--- src/rtl/uart_pkg.sv ---
// Shared UART definitions: default byte width, oversample ratio and the
// encoding of the transmit feeder launch FSM.
package uart_pkg;

  localparam int UART_DATA_WIDTH = 8;
  localparam int UART_OVERSAMPLE = 16;

  localparam logic [0:0] IDLE      = 1'b0;
  localparam logic [0:0] WAIT_DONE = 1'b1;

endpackage

--- src/rtl/uart_sync_fifo.sv ---
// Synchronous circular-buffer FIFO with registered count/full/empty and a
// one-cycle overflow pulse when a write is dropped. Used on both the
// transmit and receive sides of the UART.
module uart_sync_fifo #(
  parameter int DATA_WIDTH = 8,
  parameter int ADDR_WIDTH = 4
) (
  input  logic                  clk,
  input  logic                  reset,
  input  logic                  i_wr_en,
  input  logic [DATA_WIDTH-1:0] i_wr_data,
  input  logic                  i_rd_en,
  output logic [DATA_WIDTH-1:0] o_rd_data,
  output logic                  o_full,
  output logic                  o_empty,
  output logic [ADDR_WIDTH:0]   o_count,
  output logic                  o_overflow
);

  localparam int DEPTH = 1 << ADDR_WIDTH;
  localparam logic [ADDR_WIDTH:0]   CNT_FULL = (ADDR_WIDTH+1)'(DEPTH);
  localparam logic [ADDR_WIDTH:0]   CNT_ONE  = (ADDR_WIDTH+1)'(1);
  localparam logic [ADDR_WIDTH-1:0] PTR_ONE  = ADDR_WIDTH'(1);

  logic [DATA_WIDTH-1:0] r_mem [DEPTH];
  logic [ADDR_WIDTH-1:0] r_wrPtr;
  logic [ADDR_WIDTH-1:0] r_rdPtr;
  logic [ADDR_WIDTH:0]   r_count;
  logic                  r_full;
  logic                  r_empty;
  logic                  r_overflow;

  logic                  w_wrAccept;
  logic                  w_rdAccept;
  logic [ADDR_WIDTH:0]   w_countNext;

  // Full blocks writes even if a pop happens on the same edge; an empty FIFO never pops.
  assign w_wrAccept = i_wr_en && !r_full;
  assign w_rdAccept = i_rd_en && !r_empty;

  // Next occupancy: a simultaneous accepted write and pop leaves count unchanged.
  always_comb begin
    w_countNext = r_count;
    if (w_wrAccept && !w_rdAccept) begin
      w_countNext = r_count + CNT_ONE;
    end else if (w_rdAccept && !w_wrAccept) begin
      w_countNext = r_count - CNT_ONE;
    end
  end

  // Pointers, occupancy and flags; flags are registered from the next count.
  always_ff @(posedge clk or posedge reset) begin
    if (reset) begin
      r_wrPtr    <= '0;
      r_rdPtr    <= '0;
      r_count    <= '0;
      r_full     <= 1'b0;
      r_empty    <= 1'b1;
      r_overflow <= 1'b0;
    end else begin
      if (w_wrAccept) begin
        r_wrPtr <= r_wrPtr + PTR_ONE;
      end
      if (w_rdAccept) begin
        r_rdPtr <= r_rdPtr + PTR_ONE;
      end
      r_count    <= w_countNext;
      r_full     <= (w_countNext == CNT_FULL);
      r_empty    <= (w_countNext == '0);
      r_overflow <= i_wr_en && r_full;
    end
  end

  // Storage array; contents are deliberately left unreset.
  always_ff @(posedge clk) begin
    if (w_wrAccept) begin
      r_mem[r_wrPtr] <= i_wr_data;
    end
  end

  assign o_rd_data  = r_mem[r_rdPtr];
  assign o_full     = r_full;
  assign o_empty    = r_empty;
  assign o_count    = r_count;
  assign o_overflow = r_overflow;

endmodule

--- src/rtl/uart_tx_feeder.sv ---
// Transmit feeder: buffers host bytes in a FIFO and launches them one at a
// time into the UART transmitter, waiting for each completion tick.
module uart_tx_feeder
  import uart_pkg::*;
#(
  parameter int DATA_WIDTH = UART_DATA_WIDTH,
  parameter int ADDR_WIDTH = 4
) (
  input  logic                  clk,
  input  logic                  reset,
  input  logic                  wr_en,
  input  logic [DATA_WIDTH-1:0] wr_data,
  output logic                  full,
  output logic                  empty,
  output logic [ADDR_WIDTH:0]   count,
  output logic                  overflow,
  output logic                  tx_start,
  output logic [DATA_WIDTH-1:0] tx_din,
  input  logic                  tx_done_tick,
  output logic                  busy
);

  logic [0:0]            r_state;
  logic                  r_txStart;
  logic [DATA_WIDTH-1:0] r_txDin;
  logic                  r_busy;

  logic                  w_pop;
  logic [DATA_WIDTH-1:0] w_fifoData;
  logic                  w_empty;

  uart_sync_fifo #(
    .DATA_WIDTH (DATA_WIDTH),
    .ADDR_WIDTH (ADDR_WIDTH)
  ) u_fifo (
    .clk        (clk),
    .reset      (reset),
    .i_wr_en    (wr_en),
    .i_wr_data  (wr_data),
    .i_rd_en    (w_pop),
    .o_rd_data  (w_fifoData),
    .o_full     (full),
    .o_empty    (w_empty),
    .o_count    (count),
    .o_overflow (overflow)
  );

  // Only pop while idle, so at most one byte is ever outstanding.
  assign w_pop = (r_state == IDLE) && !w_empty;

  // Launch FSM: pop and pulse tx_start from IDLE, then wait for the done tick.
  always_ff @(posedge clk or posedge reset) begin
    if (reset) begin
      r_state   <= IDLE;
      r_txStart <= 1'b0;
      r_txDin   <= '0;
      r_busy    <= 1'b0;
    end else begin
      case (r_state)
        IDLE: begin
          r_txStart <= 1'b0;
          if (w_pop) begin
            r_txDin   <= w_fifoData;
            r_txStart <= 1'b1;
            r_busy    <= 1'b1;
            r_state   <= WAIT_DONE;
          end
        end
        WAIT_DONE: begin
          r_txStart <= 1'b0;
          if (tx_done_tick) begin
            r_busy  <= 1'b0;
            r_state <= IDLE;
          end
        end
        default: begin
          r_txStart <= 1'b0;
          r_busy    <= 1'b0;
          r_state   <= IDLE;
        end
      endcase
    end
  end

  assign empty    = w_empty;
  assign tx_start = r_txStart;
  assign tx_din   = r_txDin;
  assign busy     = r_busy;

endmodule
--- config.mk ---
export PLATFORM = sky130hd
export DESIGN_NAME = uart_tx_feeder
export DESIGN_NICKNAME = d
export VERILOG_FILES = /design/src/rtl/uart_pkg.sv /design/src/rtl/uart_sync_fifo.sv /design/src/rtl/uart_tx_feeder.sv
export SDC_FILE = /design/constraint.sdc
export NUM_CORES = 1
export LEC_CHECK = 0
export ABC_AREA = 1
export CAP_MARGIN = 10
export CORE_UTILIZATION = 46
export DETAILED_ROUTE_END_ITERATION = 16
export PLACE_DENSITY_LB_ADDON = 0.12
export SLEW_MARGIN = 10
export SYNTH_ARGS = -nofsm -noshare
export SYNTH_HDL_FRONTEND = slang
export SYNTH_SLANG_ARGS = --single-unit
--- constraint.sdc ---
create_clock -name clk -period 4.2 [get_ports clk]
set_input_delay 0.84 -clock clk [delete_from_list [all_inputs] [get_ports clk]]
set_output_delay 0.84 -clock clk [all_outputs]
set_load 0.01 [all_outputs]
==> out/results.txt <==
Syn avg cell area -> 11.01 µm²
Library cells used by synthesis -> 25
Skew-Pair Late Insertion Delay -> 0.42 ns
P per Cell Area -> 712.7 nW/µm²
Final Cycle Share -> 0.6071
# Post-CTS Setup Buffers -> 0
Slew headroom -> 0.3097
Clock skew -> 0.007068 ns
CP arrival -> 2.91 ns
Vias in the first global route -> 4168
Post-synth top cells -> nand2_1 (227), edfxtp_1 (128), nand3_1 (91)
Post-detailed-routing wire length -> 15.13 mm
Post-CTS Hold Buffers -> 0
FMAX -> 392.2 MHz
GRT Total Usage -> 0.2270
Top-count cell post-synth -> nand2_1
Initial Util -> 0.4787
Comb power frac -> 0.331
Clock sinks -> 155
Slew @ Worst Pin -> 1.034 ns
Ys Warns -> 0
Pins Over Slew Limit -> 0
Sequential share of the synthesized area -> 0.7020
Post-DRT Antenna Nets -> 0
Row count -> 42
Post-synthesis net count -> 604
CP Capture Type -> register
N_diodes -> 0
Seq pwr share -> 0.400
Die Wd -> 120.3 µm
Fillers -> 1197
Setup WS post-layout -> 1.650 ns
Via count -> 4279
Die area -> 14480 µm²
Pre-Repair DR Iteration Count -> 6
Critical path required time -> 4.56 ns
Int Pwr -> 0.003301 W
Top cells by area, synth -> edfxtp_1 (60%), nand2_1 (13%), dfrtp_1 (10%), nand3_1 (7.1%), nor2_1 (1.5%)
Clock Power Share -> 0.269
DP Worst Slack -> 1.332 ns
Clock buffer depth -> 2
Final setup fails -> 0
Initial antenna violation count -> 0
P_leak -> 2.908 nW
Post-synthesis async set-or-reset flop share -> 0.1742
Drc violations -> 0
I/O Pins -> 30
Post-CTS resize count -> 0
Minimum hold slack -> 0.4757 ns
Pin count of the biggest net entering global routing -> 68
DP Cell Count -> 767
CTS tree -> built
Status -> completed
Net switching power -> 0.001977 W
Yosys top cell area share -> 0.5969
Crit path launch type -> register
Root buffer cell -> clkbuf_16
CP Class -> reg2reg
Max IR drop VDD -> 0.4117 mV
Final net count -> 630
Post-synthesis register bit count -> 155
H-tree levels -> 4
# Max-Cap Violations -> 0
Leading area contributor after synthesis -> edfxtp_1
PortBufs -> 29
RSZ-0062 raised after global routing -> false
Final Non-Filler Cells -> 799
DP Wirelength -> 9.690 mm
Netlist Area Pre-Place -> 6440 µm²
Remaining global-route overflow -> 0
Area delta synth->final -> 15.00%
Num CTS Buffers -> 17
Dominant synthesized flop cell -> edfxtp_1
Sw Share -> 0.3746
Core area -> 13450 µm²
Die Y -> 120.3 µm
Clk slew on worst S/H paths -> 0.06 ns
Crit path max fanout -> 26
Global-route wire length before repair -> 23.22 mm
Fin. Hold Viols -> 0
Worst hold-check path type -> reg2reg
Setup_tns -> 0 ns
Post-synthesis cell count -> 585
Wire per inst -> 18.94 µm
Gpl congestion -> 0.8758
Final min period -> 2.550 ns
EDFF count, synth -> 128
Layout cells sized above 1 -> 0.06742
Initial DRC count -> 403
Via-to-Cell Ratio -> 5.355
stage by stage:
step | util | power, W | instance area, µm²
floorplan | - | 0.003277 | 6440
global placement | 0.5076 | 0.003837 | 6829
detailed placement | 0.5076 | 0.003864 | 6829
CTS | 0.5485 | 0.005285 | 7378
global route | 0.5505 | 0.005609 | 7406
finish | 0.5505 | 0.005278 | 7406
sequential cells by signal, indices dropped and copies added (netlist names):
register	count
tx_start	1
tx_din	8
u_fifo.r_mem	128
u_fifo.o_full	1
u_fifo.r_wrPtr	4
u_fifo.r_rdPtr	4
u_fifo.o_overflow	1
u_fifo.o_empty	1
r_state	1
u_fifo.o_count	5
busy	1
cell families (layout without fill, tap and decap cells):
| kind of cell | Yosys count | after routing | share of synthesized area |
|---|---|---|---|
| fa+ha+maj | 7 | 7 | 0.01360 |
| compound gates | 16 | 16 | 0.01302 |
| flops | 155 | 155 | 0.7020 |
| xor+xnor | 7 | 7 | 0.009520 |
| buf+inv | 48 | 86 | 0.03419 |
| simple gates | 352 | 352 | 0.2277 |
worst max-delay path, stage by stage, from the launching register on:
cell     delay (ns)
dfrtp_1        1.00
inv_1          0.65
nand3_1        0.25
nand3_1        0.14
nand2_1        0.14
nand2_1        0.09
nand2_1        0.09
nand2_1        0.05
nand2_1        0.07
layer usage:
| metal | GRT usage | share of wire |
|---|---|---|
| met1 | 0.3032 | 0.44 |
| met2 | 0.3545 | 0.47 |
| met3 | 0.05802 | 0.062 |
| met4 | 0.09414 | 0.024 |
| met5 | 0 | 0 |
power by group through the flow:
| stage | sequential (W) | clock, W | combinational [W] |
|---|---|---|---|
| 2_1_floorplan | 0.00208 | 0 | 0.00120 |
| 3_3_place_gp | 0.00213 | 0 | 0.00171 |
| 3_5_place_dp | 0.00213 | 0 | 0.00173 |
| 4_1_cts | 0.00211 | 0.00144 | 0.00174 |
| 5_1_grt | 0.00214 | 0.00151 | 0.00196 |
| 6_report | 0.00211 | 0.00142 | 0.00175 |
cells in the final DEF (no fill, tap or decap), types with 3 or more instances in the layout:
cell type,count
ha_1,7
clkdlybuf4s50_1,29
clkinv_4,3
xor2_1,7
inv_1,20
o21ai_0,3
nand2_2,3
nand3_1,91
clkbuf_16,17
a21oi_1,11
nor2_1,25
nand2_1,227
dfrtp_1,25
edfxtp_1,128
inv_6,4
final timing paths:
path	cells after the start	startpoint	endpoint	slack, ns
max in group asynchronous	3	reset	u_fifo.o_empty	3.08
min in group asynchronous	2	reset	tx_din[4]	0.66
setup reg to reg	8	u_fifo.r_rdPtr[1]	tx_din[5]	1.65
setup / recovery	8	u_fifo.r_rdPtr[1]	tx_din[5]	1.65
hold / removal	2	tx_din[0]	tx_din[0]	0.48
hold reg to reg	2	tx_din[0]	tx_din[0]	0.48
layout make-up:
| class | instances | area, µm² | share of cell area |
|---|---|---|---|
| timing repair buffer | 31 | 325.3 | 0.04393 |
| clock inverter | 12 | 116.4 | 0.01571 |
| tap | 176 | 220.2 | 0.02973 |
| inverter | 24 | 90.09 | 0.01216 |
| sequential | 155 | 4522 | 0.6106 |
| clock buffer | 19 | 432.9 | 0.05846 |
| multi-input combinational | 382 | 1699 | 0.2294 |
Power figures use the tool's default switching activity.
